<file path="config.mk">
export PLATFORM = sky130hd
export DESIGN_NAME = trivium_ctrl
export DESIGN_NICKNAME = d
export VERILOG_FILES = /design/src/rtl/trivium_ctrl.sv
export SDC_FILE = /design/constraint.sdc
export NUM_CORES = 1
export LEC_CHECK = 0
export CAP_MARGIN = 10
export CORE_MARGIN = 3
export CORE_UTILIZATION = 30
export DETAILED_ROUTE_END_ITERATION = 16
export HOLD_SLACK_MARGIN = 0.02
export PLACE_DENSITY_LB_ADDON = 0.1
export SKIP_LAST_GASP = 1
export SYNTH_ARGS = -nofsm -noshare
export SYNTH_HDL_FRONTEND = slang
export SYNTH_SLANG_ARGS = --single-unit
</file>
<file path="constraint.sdc">
create_clock -name clk -period 4.13 [get_ports clk]
set_clock_uncertainty 0.15 [all_clocks]
set_input_delay 0.6195 -clock clk [delete_from_list [all_inputs] [get_ports clk]]
set_output_delay 0.6195 -clock clk [all_outputs]
set_load 0.05 [all_outputs]
</file>
<file path="src/rtl/trivium_ctrl.sv">
// Sequencer for a trivium keystream core: latch key/IV, load, discard warm-up rounds, pack keystream MSB-first.
// Optional word-count limit with a done pulse is enabled by defining TRIVIUM_CTRL_LEN_LIMIT_EN.
module trivium_ctrl #(
  parameter int WORD_W        = 8,
  parameter int WARMUP_CYCLES = 1152,
  parameter int WCNT_W        = 11
) (
  input  logic              clk,
  input  logic              rst,
  input  logic              start,
  input  logic              stop,
  input  logic [79:0]       key,
  input  logic [79:0]       iv,
  output logic              busy,
  output logic              core_load,
  output logic [79:0]       core_key,
  output logic [79:0]       core_iv,
  output logic              core_enable,
  input  logic              core_ks_bit,
  output logic [WORD_W-1:0] out_data,
  output logic              out_valid,
  input  logic              out_ready
`ifdef TRIVIUM_CTRL_LEN_LIMIT_EN
  ,
  input  logic [15:0]       len_words,
  output logic              done
`endif
);

  localparam int BCNT_W = $clog2(WORD_W);

  typedef enum logic [1:0] {IDLE, LOAD, WARMUP, RUN} state_t;

  state_t            state, next_state;
  logic              start_armed;
  logic              accept_start;
  logic              abort;
  logic              warm_done;
  logic              word_last;
  logic              handshake;
  logic              limit_hit;
  logic [WCNT_W-1:0] warm_cnt;
  logic [BCNT_W-1:0] bit_cnt;
  logic [WORD_W-2:0] shift;
  logic [WORD_W-1:0] shift_next;

  assign abort      = (state != IDLE) && stop;
  assign warm_done  = (warm_cnt == WCNT_W'(WARMUP_CYCLES - 1));
  assign word_last  = (bit_cnt == BCNT_W'(WORD_W - 1));
  assign handshake  = out_valid && out_ready;
  assign shift_next = {shift, core_ks_bit};

`ifdef TRIVIUM_CTRL_LEN_LIMIT_EN
  logic [15:0] len_lat;
  logic [15:0] hs_cnt;
  // A latched length of zero means the stream never ends on its own
  assign limit_hit = (state == RUN) && (len_lat != 16'd0) && handshake &&
                     (hs_cnt == len_lat - 16'd1);
`else
  assign limit_hit = 1'b0;
`endif

  always_ff @(posedge clk or negedge rst) begin
    if (!rst) state <= IDLE;
    else      state <= next_state;
  end

  // Core stalls only when a finished word is waiting and the next one would overwrite it
  always_comb begin
    next_state   = state;
    busy         = (state != IDLE);
    core_load    = (state == LOAD);
    core_enable  = 1'b0;
    accept_start = 1'b0;
    case (state)
      IDLE: begin
        if (start && start_armed) begin
          accept_start = 1'b1;
          next_state   = LOAD;
        end
      end
      LOAD:   next_state = WARMUP;
      WARMUP: begin
        core_enable = 1'b1;
        if (warm_done) next_state = RUN;
      end
      RUN: begin
        core_enable = !(out_valid && !out_ready && word_last);
        if (limit_hit) next_state = IDLE;
      end
      default: next_state = IDLE;
    endcase
    if (abort) next_state = IDLE;
  end

  // start_armed masks a start that coincides with the first edge after reset release
  always_ff @(posedge clk or negedge rst) begin
    if (!rst) begin
      start_armed <= 1'b0;
      core_key    <= '0;
      core_iv     <= '0;
      warm_cnt    <= '0;
      bit_cnt     <= '0;
      shift       <= '0;
      out_data    <= '0;
      out_valid   <= 1'b0;
`ifdef TRIVIUM_CTRL_LEN_LIMIT_EN
      len_lat     <= '0;
      hs_cnt      <= '0;
      done        <= 1'b0;
`endif
    end else begin
      start_armed <= 1'b1;
`ifdef TRIVIUM_CTRL_LEN_LIMIT_EN
      done        <= 1'b0;
`endif
      if (accept_start) begin
        core_key <= key;
        core_iv  <= iv;
`ifdef TRIVIUM_CTRL_LEN_LIMIT_EN
        len_lat  <= len_words;
        hs_cnt   <= '0;
`endif
      end
      if (abort || limit_hit) begin
        out_valid <= 1'b0;
        bit_cnt   <= '0;
        warm_cnt  <= '0;
`ifdef TRIVIUM_CTRL_LEN_LIMIT_EN
        done      <= limit_hit && !abort;
`endif
      end else begin
        if (state == WARMUP)
          warm_cnt <= warm_done ? '0 : warm_cnt + WCNT_W'(1);
        if (state == RUN) begin
          if (core_enable) begin
            shift <= shift_next[WORD_W-2:0];
            if (word_last) begin
              out_data  <= shift_next;
              out_valid <= 1'b1;
              bit_cnt   <= '0;
            end else begin
              bit_cnt <= bit_cnt + BCNT_W'(1);
              if (handshake) out_valid <= 1'b0;
            end
          end else if (handshake) begin
            out_valid <= 1'b0;
          end
`ifdef TRIVIUM_CTRL_LEN_LIMIT_EN
          if (handshake) hs_cnt <= hs_cnt + 16'd1;
`endif
        end
      end
    end
  end

endmodule

</file>
# Word-level counts from Yosys, hierarchy flattened
# Index checks and enable logic that the tools add are counted.
[totals] regBits=193 elab_cells=55
[op_classes] n_addsub=2 eq_ne=8 muxes=19 bitwise=1 reduce_logical=16
[ops] operator="$mux 11" count=3
[ops] operator="$mux 3" count=4
[ops] operator="$add 11x1->11 const B" count=1
[ops] operator="$eq 11x11->1 const B" count=1
[ops] operator="$reduce_bool 2->1" count=4
[ops] operator="$mux 1" count=7
[ops] operator="$mux 2" count=3
[ops] operator="$ne 3x3->1 const B" count=2
[ops] operator="$pmux 2 s3" count=1
[ops] operator="$reduce_and 3->1" count=2
[ops] operator="$logic_and 1x1->1" count=5
[ops] operator="$eq 2x2->1 const B" count=2
[ops] operator="$reduce_and 4->1" count=1
[ops] operator="$add 3x1->3 const B" count=1
[ops] operator="$eq 3x3->1 const B" count=1
[ops] operator="$eq 2x1->1 const B" count=1
[ops] operator="$logic_not 1->1" count=2
[ops] operator="$logic_not 2->1" count=1
[ops] operator="$ne 2x2->1 const B" count=1
[ops] operator="$pmux 1 s2" count=1
[ops] operator="$reduce_and 2->1" count=1
[ops] operator="$not 1->1" count=1

# Logic depth before layout (Yosys ltp)
[logic_depth] word_depth=8 mapped_depth=8

# Worst setup path after synthesis
# OpenSTA, ideal clock, no wires.
[synth_path] path_type="register -> register" startpoint="register state[0]" endpoint="register shift[0]" arrival_ps=1798 t_required_ps=3853 path_slack_ps=2054 stages_incl_launch_ff=6 path_buffers=0 period_less_slack_ps=2076 path_cell_list="dfrtp_1 -> inv_1 -> ha_1 -> or3b_1 -> o211ai_2 -> mux2_1"
[synth_between] elab_chain_cells=4 elab_cells_between_ends=7 classes_between="2 x eq/ne; 1 x mux; 1 x bitwise; 3 x reduce/logical"
[synth_rtl] item="from (decl)" line_no="34" text="state_t state, next_state;"
[synth_rtl] item="from (signal assigned)" line_no="65" text="else state <= next_state;"
[synth_rtl] item="parallel branches: the longest is 3 deep, another holds $eq 2x2->1"
[synth_rtl] item="$reduce_and 3->1 (no source line) (*)"
[synth_rtl] item="to (signal assigned)" line_no="137" text="shift <= shift_next[WORD_W-2:0];"
[synth_rtl] item="to (decl)" line_no="44" text="logic [WORD_W-2:0] shift;"
# Every way passes the cells marked *.
# A chain may end at the register's enable or synchronous reset.

# Worst setup path in the final report
[layout_path] startpoint="register bit_cnt[0]" endpoint="output port core_enable"
[layout_between] elab_chain_cells=4
[layout_rtl] item="from (decl)" line_no="43" text="logic [BCNT_W-1:0] bit_cnt;"
[layout_rtl] item="from (signal assigned)" line_no="143" text="bit_cnt <= bit_cnt + BCNT_W'(1);"
[layout_rtl] item="$eq 3x3->1" line_no="49" text="assign word_last = (bit_cnt == BCNT_W'(WORD_W - 1));"
[layout_rtl] item="$logic_and 1x1->1" line_no="88" text="core_enable = !(out_valid && !out_ready && word_last);"
[layout_rtl] item="$logic_not 1->1" line_no="88"
[layout_rtl] item="$pmux 1 s2" line_no="75" text="case (state)"
[layout_rtl] item="to (decl)" line_no="18" text="output logic core_enable,"
# No other way between the ends.

==> flow_results.org <==
** Yosys
- Seq cells post-synth :: 193
- In the synthesized netlist the dominant register cell turns out to be dfrtp_1.
- Area share of fa/ha/maj cells after synthesis :: under 10%
- Count of yosys warnings during synthesis :: 0
- After synthesis, the share of cell area in mux cells is between 20% and 30%.
- Unique masters post-synth :: between 40 and 50
- The share of the Yosys chip area taken by registers is approximately 64%.
- After synthesis the cells add up to 7564 µm².
- The synthesized netlist devotes between 3 and 4% of its cell area to simple gates.
- Avg Inst Size Synth :: around 15 µm²
- The synthesized netlist devotes 0.1158% of its cell area to XOR and XNOR gates.
- The number of nets handed over by synthesis was ~660.
- EDFF count, synth :: 0
- Synthesized-area fraction occupied by ao, oa, aoi and oai cells :: under 10%
- Of all flip-flops after synthesis, the portion carrying an async set or reset was 100.0%.
- Gate Count Post-Synth :: about 500
- Largest family of logic cells by synthesized area :: multiplexers

** Power
- Dividing total power by cell area gives a power density of about 900 nW/µm².
- Tot Pwr :: approximately 11 mW
- The analysis attributes to net switching a power of a little over 5 mW.
- Internal power :: between 5 and 6 mW
- Leakage power of the design :: approximately 5.0 nW
- Clock group share of total power :: between 10% and 20%
- Net switching is 47.71% of the power.
- Sequential cells account for between 20 and 30% of the total power.
- Across the VDD grid, the largest voltage drop is 0.5578 mV.
- Per report_power, the combinational group accounts for 55.4% of the total.

** Finish
- Area of all placed cells without fillers :: 11890 µm²
- The repair_antennas step left the layout with diodes totalling 0.
- Final core area utilization :: between 40% and 50%
- In the final layout, the share of cells above drive strength 1 is 5.119%.
- Fill cells in the final layout number 2164.
- From synthesis to final layout, the design area changed by 57.17%.
- Leaving out filler cells and counting taps, the final layout contains 1164.
- After the last flow step, the layout net total stands at between 1000 and 1500.

** Setup path
- The cell family contributing the most delay on the critical path is buffers and inverters.
- The number of buffers and inverters on the critical path is 1.
- Signal arrival time at the worst endpoint :: 2360 ps
- For flop-to-flop paths, the worst setup slack is between 1500 and 2000 ps.
- STA classifies the critical path startpoint as a flop.
- Reg2Reg Depth :: 5
- Data required time at the worst endpoint :: 3360 ps
- Slowest cell on the critical path :: clkdlybuf4s50_1
- The worst setup path is captured at an output pin.
- Of all nets on the critical path, the largest fanout is 5.
- In this run the critical register-to-register path is launched from state[0]$_DFFE_PN0P_.
- Crit-path most repeated cell :: ha_1
- Critical Setup Path Class :: flop to output pin
- For this run, the slowest stage of the critical path takes approximately 790 ps.
- Reg-to-reg critical path endpoint :: core_key[71]$_DFFE_PN0P_
- The signal on the critical path passes through ha_1, ha_1, nand3b_1, a21o_1, clkdlybuf4s50_1.

** Routing
- Using the TritonRoute via totals, the vias-per-cell ratio works out to around 4.5.
- DRC violations left :: 0
- Count of antenna-violating nets left after detailed routing :: 0
- Number of iterations in the first detailed-routing pass :: 4
- Final wirelength :: a little over 20000 µm
- Summing over every cut layer, the via total after detailed routing is between 5000 and 6000.
- Routed length per instance :: 17.74 µm
- The first routing iteration left ~180 violations.

** Min path
- Type of the most critical hold path :: input port to async pin

** Timing
- Setup total negative slack :: 0 ps
- Final Cycle Share :: 75.84%
- Measured against its own limit, the worst slew margin works out to roughly a fifth.
- Final critical-path required period :: 3132 ps
- Max Freq :: 319.3 MHz
- Final Worst Setup Slack :: 997.7 ps
- The number of failing hold endpoints at the final stage came to 0.
- Count of final max-slew check failures :: 0
- Setup violations remaining at the end of the flow were counted as 0.
- Tightest hold margin :: slightly above 60 ps
- Slew @ Worst Pin :: 1149 ps
- Setup repair after global routing left no endpoint under its margin.

** Clocking
- Inserted Clock Buffers :: 17
- Hold-fix buffer count after cts :: 0
- Sinks on the clock net :: roughly 190
- Clock latency reported for the late side of the worst-skew pair :: roughly 420 ps
- Library cell used as clock root buffer :: clkbuf_16
- In this run the post-CTS setup repair buffer count came out at 0.
- No sink is reached through more buffers than the 2 on the longest clock path.
- Clock-pin slew was measured on the worst setup and hold paths at about 70 ps.
- In this run the number of H-tree levels came out at 4.
- TritonCTS built the clock tree.
- Number of gates resized after cts :: 0

** Floorplanning
- Die area :: 27150 µm²
- The die is about 160 µm wide.
- Cell Rows :: between 50 and 60
- Core box area :: 24530 µm²
- Initial core utilization :: a little under a third
- In this run the count of I/O pins placed on the die edge is 338.
- Die Ht :: 164.8 µm

** GRT
- The number of antenna violations at the first check in global routing is 0.
- Remaining global-route overflow :: 0
- Largest net degree at the start of global routing :: 80
- Global-route wire length before repair :: around 32000 µm
- The via count of the first global-routing pass was around 5600.
- Total track usage :: between 10% and 20%

** Place
- Weighted congestion reported at the end of routability-driven placement :: roughly 0.75
- Dpl hpwl :: ~16000 µm
- After detailed placement, the design holds a cell count of 1133.
- Count of input and output buffers :: 337
- In this run the cell area measured after placement is 11330 µm².
- At the placement stage, the worst setup path has a slack of roughly 1200 ps.

** Run
- Number of max-cap violations :: 0

** Run status
- The run finished with clean final reports.
## how the worst max path moves through the flow
stage	from	endpoint	slack (ps)	depth (start not counted)
floorplan	state[0]$_DFFE_PN0P_	shift[0]$_DFFE_PN0P_	2050	5
global placement	out_ready	core_enable	1180	4
detailed placement	out_ready	core_enable	1220	4
CTS	bit_cnt[0]$_DFFE_PN0P_	core_enable	960	5
global route	bit_cnt[0]$_DFFE_PN0P_	core_enable	850	5
finish	bit_cnt[0]$_DFFE_PN0P_	core_enable	1000	5
## layer usage
layer  track usage, %  up-vias  part of all wire (%)
li1                 -     2419                     -
met1            17.41     2608                    38
met2            25.62      232                    49
met3            7.098       10                    12
met4            3.698        0                  0.91
met5                0        -                     0
## power groups by stage
stage	registers [mW]	clock network [mW]	logic, mW
after global routing	3.33	1.74	6.23
after CTS	3.23	1.65	6.05
final	3.21	1.58	5.96
after detailed placement	3.26	0	6.03
after floorplan	6.03	0	0.980
after global placement	3.21	0	6.00
## cells in the mapped netlist (2+ instances only)
master | n | area share, %
nand4_2 | 2 | 0.33
inv_1 | 8 | 0.40
nand3_1 | 7 | 0.46
a31oi_1 | 4 | 0.33
nand2_1 | 14 | 0.69
o21ai_1 | 10 | 0.66
clkbuf_1 | 10 | 0.50
or4_1 | 2 | 0.20
mux2i_1 | 3 | 0.40
a21oi_1 | 6 | 0.40
ha_1 | 7 | 1.2
nand2b_1 | 2 | 0.17
dfrtp_1 | 193 | 64
o21ai_0 | 2 | 0.13
or3b_1 | 2 | 0.23
nand4_1 | 4 | 0.33
mux2_1 | 175 | 26
buf_2 | 11 | 0.73
nor2_1 | 5 | 0.25
## flip-flops by register name, summed over array words and instances (netlist names), 2 cells and up
signal    cells
warm_cnt     11
core_iv      80
shift         7
out_data      8
state         2
bit_cnt       3
core_key     80
## area by class of cell
cell class / count / area, µm² / area share [%]
sequential: 193 / 4830 / 40.63
multi-input combinational: 266 / 2601 / 21.88
clock inverter: 13 / 117.6 / 0.9894
timing repair buffer: 342 / 3465 / 29.14
inverter: 8 / 30.03 / 0.2526
clock buffer: 18 / 439.2 / 3.694
tap: 324 / 405.4 / 3.410
## kinds of logic after synthesis
family | after synthesis
flip-flops | 193
adder cells (fa/ha/maj) | 7
XOR/XNOR | 1
AO/OA/AOI/OAI | 31
AND/OR/NAND/NOR | 48
buffers and inverters | 31
multiplexers | 178
other | 1
## placed cells by master (no fill, tap or decap), drive strengths merged, types with 2 or more instances in the layout
cell type      count
nand2             15
nand4              6
mux2             175
clkbuf            19
o21ai             12
or4                2
clkinv             4
mux2i              3
or3b               2
clkinvlp           2
nand2b             2
a21oi              6
clkdlybuf4s50    336
nand3              7
dfrtp            193
nor2               5
a31oi              4
buf                5
inv               15
ha                 7
Note: power is estimated with default switching activity, not from simulation.
